## src/rtl/watchdog_multichannel_if.sv

```systemverilog
// Bus interface for watchdog_multichannel: monitored values, per-channel
// enables/clears and the alert vectors returned to the aggregator.
// Optional macro WATCHDOG_RUNTIME_TIMEOUT_EN adds the timeout_cycles signal.
interface watchdog_multichannel_if #(
  parameter int channel_count        = 4,
  parameter int bitwidth             = 8,
  parameter int value_change_timeout = 16
);
  localparam int TimeoutWidth = $clog2(value_change_timeout + 1);

  logic [channel_count*bitwidth-1:0] monitored_values;
  logic [channel_count-1:0]          channel_enable;
  logic [channel_count-1:0]          clear;
  logic [channel_count-1:0]          alert_value_changed;
  logic [channel_count-1:0]          alert_value_unchanged;
  logic                              alert_any;
`ifdef WATCHDOG_RUNTIME_TIMEOUT_EN
  logic [TimeoutWidth-1:0]           timeout_cycles;
`endif

  // Stimulus / controlling side.
  modport master (
    output monitored_values,
    output channel_enable,
    output clear,
    input  alert_value_changed,
    input  alert_value_unchanged,
    input  alert_any
`ifdef WATCHDOG_RUNTIME_TIMEOUT_EN
    ,
    output timeout_cycles
`endif
  );

  // Watchdog side.
  modport slave (
    input  monitored_values,
    input  channel_enable,
    input  clear,
    output alert_value_changed,
    output alert_value_unchanged,
    output alert_any
`ifdef WATCHDOG_RUNTIME_TIMEOUT_EN
    ,
    input  timeout_cycles
`endif
  );
endinterface

```

## src/rtl/watchdog_multichannel.sv

```systemverilog
// Multi-channel watchdog: per channel, a sticky alert on any change of the
// sampled value and a sticky alert when the value stays unchanged for a
// timeout of consecutive primed edges. Channels are fully independent.
// Optional macro WATCHDOG_RUNTIME_TIMEOUT_EN: the timeout comes from the
// bus signal timeout_cycles (0 treated as 1) instead of the parameter.
module watchdog_multichannel #(
  parameter int channel_count                   = 4,
  parameter int bitwidth                        = 8,
  parameter int enable_alert_on_value_change    = 1,
  parameter int enable_alert_on_value_unchanged = 1,
  parameter int value_change_timeout            = 16
) (
  input  logic                   clock,
  input  logic                   reset,
  watchdog_multichannel_if.slave bus
);
  localparam int CW = $clog2(value_change_timeout + 1);
  localparam logic [CW-1:0] PARAM_LIMIT = CW'(value_change_timeout);
  localparam logic [CW-1:0] ONE         = CW'(1);
  localparam logic ENABLE_CHANGE    = (enable_alert_on_value_change != 0);
  localparam logic ENABLE_UNCHANGED = (enable_alert_on_value_unchanged != 0);

  logic [CW-1:0]            timeout_limit;
  logic [CW-1:0]            limit_minus_one;
  logic [channel_count-1:0] changed_vec;
  logic [channel_count-1:0] unchanged_vec;

`ifdef WATCHDOG_RUNTIME_TIMEOUT_EN
  // Runtime limit shared by all channels; zero would never time out, so it
  // behaves as one.
  assign timeout_limit = (bus.timeout_cycles == '0) ? ONE : bus.timeout_cycles;
`else
  assign timeout_limit = PARAM_LIMIT;
`endif

  // Setting the alert on "counter about to reach the limit" also covers a
  // runtime limit lowered below an in-flight count.
  assign limit_minus_one = timeout_limit - ONE;

  for (genvar gi = 0; gi < channel_count; gi++) begin : g_channel
    logic [bitwidth-1:0] sample;
    logic [bitwidth-1:0] reference_q, reference_d;
    logic                primed_q, primed_d;
    logic [CW-1:0]       counter_q, counter_d;
    logic                changed_q, changed_d;
    logic                unchanged_q, unchanged_d;
    logic                change;

    assign sample = bus.monitored_values[gi*bitwidth +: bitwidth];
    assign change = primed_q && (sample != reference_q);

    // Channel state register with asynchronous clear of everything.
    always_ff @(posedge clock or negedge reset) begin
      if (!reset) begin
        reference_q <= '0;
        primed_q    <= 1'b0;
        counter_q   <= '0;
        changed_q   <= 1'b0;
        unchanged_q <= 1'b0;
      end else begin
        reference_q <= reference_d;
        primed_q    <= primed_d;
        counter_q   <= counter_d;
        changed_q   <= changed_d;
        unchanged_q <= unchanged_d;
      end
    end

    // Next-state: priming, change detection, timeout counting, sticky alerts;
    // clear is applied last so it wins over a same-edge set.
    always_comb begin
      reference_d = sample;
      primed_d    = bus.channel_enable[gi];
      counter_d   = counter_q;
      changed_d   = changed_q;
      unchanged_d = unchanged_q;

      if (!bus.channel_enable[gi]) begin
        // Idle channel: no counting, alerts frozen, re-enable will re-prime.
        counter_d = '0;
      end else if (change || !primed_q) begin
        // Priming edge or a real change restarts the stability window.
        counter_d = '0;
        if (change && ENABLE_CHANGE) begin
          changed_d = 1'b1;
        end
      end else begin
        counter_d = (counter_q >= timeout_limit) ? timeout_limit : counter_q + ONE;
        if (ENABLE_UNCHANGED && (counter_q >= limit_minus_one)) begin
          unchanged_d = 1'b1;
        end
      end

      if (bus.clear[gi]) begin
        changed_d   = 1'b0;
        unchanged_d = 1'b0;
        counter_d   = '0;
      end
    end

    assign changed_vec[gi]   = changed_q;
    assign unchanged_vec[gi] = unchanged_q;
  end

  assign bus.alert_value_changed   = changed_vec;
  assign bus.alert_value_unchanged = unchanged_vec;
  assign bus.alert_any             = (|changed_vec) | (|unchanged_vec);
endmodule

```

## src/flat_wrapper.sv

```systemverilog
// flat-port wrapper written by rule: the top's interface ports become plain ports
module watchdog_multichannel_flat 
#(
  parameter int channel_count                   = 4,
  parameter int bitwidth                        = 8,
  parameter int enable_alert_on_value_change    = 1,
  parameter int enable_alert_on_value_unchanged = 1,
  parameter int value_change_timeout            = 16
)
  (clock, reset, bus_monitored_values, bus_channel_enable, bus_clear, bus_alert_value_changed, bus_alert_value_unchanged, bus_alert_any);
  watchdog_multichannel_if #(.channel_count(channel_count), .bitwidth(bitwidth), .value_change_timeout(value_change_timeout)) bus_i ();
  input  logic clock;
  input  logic reset;
  input wire logic [$bits(bus_i.monitored_values)-1:0] bus_monitored_values;
  input wire logic [$bits(bus_i.channel_enable)-1:0] bus_channel_enable;
  input wire logic [$bits(bus_i.clear)-1:0] bus_clear;
  output wire logic [$bits(bus_i.alert_value_changed)-1:0] bus_alert_value_changed;
  output wire logic [$bits(bus_i.alert_value_unchanged)-1:0] bus_alert_value_unchanged;
  output wire logic [$bits(bus_i.alert_any)-1:0] bus_alert_any;
  assign bus_i.monitored_values = bus_monitored_values;
  assign bus_i.channel_enable = bus_channel_enable;
  assign bus_i.clear = bus_clear;
  assign bus_alert_value_changed = bus_i.alert_value_changed;
  assign bus_alert_value_unchanged = bus_i.alert_value_unchanged;
  assign bus_alert_any = bus_i.alert_any;
  watchdog_multichannel #(.channel_count(channel_count), .bitwidth(bitwidth), .enable_alert_on_value_change(enable_alert_on_value_change), .enable_alert_on_value_unchanged(enable_alert_on_value_unchanged), .value_change_timeout(value_change_timeout)) u_core (.clock(clock), .reset(reset), .bus(bus_i));
endmodule
```

## config.mk

```make
export PLATFORM = sky130hd
export DESIGN_NAME = watchdog_multichannel_flat
export DESIGN_NICKNAME = d
export VERILOG_FILES = /design/src/rtl/watchdog_multichannel_if.sv /design/src/rtl/watchdog_multichannel.sv /design/src/flat_wrapper.sv
export SDC_FILE = /design/constraint.sdc
export NUM_CORES = 1
export LEC_CHECK = 0
export ABC_AREA = 0
export BUFFER_PORTS_ARGS = -buffer_cell sky130_fd_sc_hd__buf_4
export CELL_PAD_IN_SITES_DETAIL_PLACEMENT = 2
export CELL_PAD_IN_SITES_GLOBAL_PLACEMENT = 2
export CORE_AREA = 5 5 90 92
export DETAILED_ROUTE_END_ITERATION = 10
export DIE_AREA = 0 0 95 97
export PLACE_DENSITY_LB_ADDON = 0.08
export SLEW_MARGIN = 25
export SYNTH_ARGS = -nofsm -noshare
export SYNTH_HDL_FRONTEND = slang
export SYNTH_SLANG_ARGS = --single-unit
```

## constraint.sdc

```tcl
create_clock -name clock -period 2.39 [get_ports clock]
set_input_delay 0.239 -clock clock [delete_from_list [all_inputs] [get_ports clock]]
set_output_delay 0.239 -clock clock [all_outputs]
set_load 0.1 [all_outputs]
```

==> key figures <==
Cells and area
  – # diodes: 0
  – Share of layout cells above drive strength 1: 0.263
  – Fin cells: 380
  – Filler Cell Count: 775
  – Nets@finish: between 300 and 400
  – Layout area overhead: 22.4%
  – Area of the multi-input gates: 997 um^2
  – Final Instance Area: approximately 0.0033 mm^2
  – Sequential cell area: between 0.0015 and 0.002 mm^2

Place
  – Cells after DPL: about 370
  – Hpwl dp: 4420 um
  – DP Area: about 0.0032 mm^2
  – Place WS: just over 0.8 ns
  – IO buf count: 50
  – Routability cong.: approximately 0.68

GRT
  – Largest net degree at the start of global routing: 65
  – Global-route wire length before repair: between 9000 and 10000 um
  – GRT Util Overall: 0.138
  – Total congestion overflow: 0
  – Initial antenna violation count: 0
  – Vias in the first global route: roughly 2100

Clocking
  – Worst skew pair latency: roughly 0.33 ns
  – Sink Count: 64
  – Post-CTS Setup Inserts: 0
  – Clock Tree Buf Depth: 2
  – Clock Pin Slew Worst Setup and Hold Paths: 0.06 ns
  – CTS tree: yes
  – CTS Buf Count: 9
  – H-tree depth: 3
  – CTS hold repair buffers: 0
  – # resized after CTS: 0
  – Clk root buf: clkbuf_8

Outcome
  – Failing checks: negative hold slack
  – Status: complete, but fails checks

Die
  – DIE AREA: 0.00922 mm^2
  – Core box area: 0.00714 mm^2
  – Number of I/O pins: 51
  – Die Ht: ~97 um
  – # rows: 31
  – Die X: between 90 and 100 um
  – Initial Util: 0.383

Power
  – Pint: 1.66 mW
  – Seq pwr share: 0.520
  – Max VDD drop: 0.000321 V
  – Leakage power total: 1.52 nW
  – Psw: approximately 530 uW
  – Clock power share: 0.375
  – Pwr Density: 655 mW/mm^2
  – Combinational Power Share: 0.105
  – Net Sw Frac: 0.242

Timing
  – Achievable Freq: about 590 MHz
  – Final setup TNS: 0 ns
  – Clk_skew: 0.0101 ns
  – Post-route minimum period: approximately 1.7 ns
  – Hold Worst Slack: -0.0104 ns
  – Setup violators final: 0
  – Slew Viols, Final: 0
  – Setup ws final: a little under 0.7 ns
  – Final period util: 0.711
  – RSZ-0062 raised after global routing: false
  – Final Hold Viols: 10
  – Rel. slew slack: 0.465
  – Slew at the pin closest to its max-slew limit: ~0.8 ns

Synthesis
  – Seq/Total Area, Yosys: 0.587
  – Area leader, netlist: dfrtp_1
  – Main synth FF type: dfrtp_1
  – Synth Cell Area: ~0.0027 mm^2
  – Synth cell types: 24
  – Synthesized Nets: approximately 280
  – Number of synthesized flops with an enable pin: 0
  – Yosys warnings: 0
  – Top cells by area, synth: dfrtp_1 (59%), xor2_1 (11%), ha_1 (5.5%), nor2_1 (2.7%), inv_1 (2.6%)
  – Synth Register Bits: 64
  – Gate Count Post-Synth: 225
  – Post-synth ARST share: 1.00
  – Avg Cell Area, Syn: between 10 and 15 um^2
  – Post-synth top area share: 0.587

Job
  – Max-cap viol count: 0

Detailed routing
  – Drt total wl: between 5000 and 6000 um
  – Routed length per instance: between 10 and 15 um
  – Via count: approximately 1800
  – DRC Markers: 0
  – Via density per instance: between 4 and 5
  – Routed Antenna Nets: 0
  – Initial DRT Pass Iterations: 4
  – Initial DRC Count: 23

Hold path
  – Min-delay worst type: primary input to asynchronous set/reset pin

Critical path
  – Crit end category: output port
  – Crit path required time: 2.15 ns
  – Worst-path fanout max: 3
  – Worst EP arrival: roughly 1.5 ns
  – CP Class: flop to output port
  – CP startpoint kind: flop
## worst paths after layout
path	startpoint	endpoint	slack [ns]	cells after the start
setup / recovery	u_core.g_channel[2].changed_q$_DFFE_PN0P_	bus_alert_any	0.69	3
hold / removal	reset	u_core.g_channel[1].reference_q[7]$_DFF_PN0_	-0.01	1
setup reg to reg	u_core.g_channel[3].reference_q[3]$_DFF_PN0_	u_core.g_channel[3].counter_q[3]$_DFF_PN0_	0.81	4
hold reg to reg	u_core.g_channel[1].counter_q[0]$_DFF_PN0_	u_core.g_channel[1].counter_q[0]$_DFF_PN0_	0.49	1
max in group asynchronous	reset	u_core.g_channel[2].reference_q[2]$_DFF_PN0_	1.85	1
min in group clock	bus_monitored_values[29]	u_core.g_channel[3].reference_q[5]$_DFF_PN0_	0.03	1
## placed cells by master (no fill, tap or decap), drive strengths merged, types with 5 or more instances in the layout
| cell type | instances |
|---|---|
| buf | 50 |
| clkbuf | 14 |
| dfrtp | 64 |
| ha | 12 |
| inv | 19 |
| nand2 | 10 |
| nand3 | 7 |
| nor2 | 20 |
| nor3 | 11 |
| nor4 | 8 |
| xnor2 | 5 |
| xor2 | 35 |
## synth_stat cells (3+ instances only)
library cell   n
o21ba_2        3
xor2_1        35
a2111oi_2      3
nand2_1       10
buf_4          8
and3_1         4
nand3_1        5
inv_1         19
ha_1          12
a21oi_1        3
dfrtp_1       64
nand4_1        4
nor2_1        20
nor3_1        11
nor4_1         6
xnor2_1        5
## state kept, by name (all words and copies together) (netlist names)
register,count
u_core.g_channel.primed_q,4
u_core.g_channel.reference_q,32
u_core.g_channel.changed_q,4
u_core.g_channel.counter_q,20
u_core.g_channel.unchanged_q,4
## per-layer routing
| metal | GRT usage | up-vias | routed length (um) |
|---|---|---|---|
| li1 | - | 846 | - |
| met1 | 0.168 | 880 | 2390 |
| met2 | 0.226 | 39 | 2890 |
| met3 | 0.0520 | 7 | 346 |
| met4 | 0.0366 | 0 | 41 |
| met5 | 0 | - | 0 |
## stage by stage
step,utilization,total power [mW]
final,0.468,2.19
after global placement,0.444,1.39
after detailed placement,0.444,1.39
after floorplan,-,1.28
after CTS,0.468,2.23
after global routing,0.468,2.31
## power groups by stage
stage	Sequential [mW]	Clock, mW	Combinational [mW]
5_1_grt	1.14	0.912	0.255
6_report	1.14	0.820	0.230
2_1_floorplan	1.15	0	0.125
3_3_place_gp	1.16	0	0.231
4_1_cts	1.14	0.856	0.238
3_5_place_dp	1.16	0	0.236
## cells by family (layout without fill, tap and decap cells)
family,count (synthesis),count (layout),share of synthesized area
and+or+nand+nor,66,66,0.124
buffers and inverters,27,83,0.0481
DFF,64,64,0.587
xor gates and xnor gates,40,40,0.128
AOI/OAI and AO/OA,16,16,0.0582
adders and majority gates,12,12,0.0550
## critical path: stages (launching register included)
cell,delay [ns]
dfrtp_1,0.42
nor4_1,0.33
nand2_1,0.14
buf_4,0.26
## final cells by class
type / instances / area share
well taps: 99 / 0.0371
clock buffers: 14 / 0.0517
repair buffers: 50 / 0.112
multi-input cells: 134 / 0.298
inverters: 19 / 0.0213
flip-flops and latches: 64 / 0.479
Power figures use the tool's default switching activity.
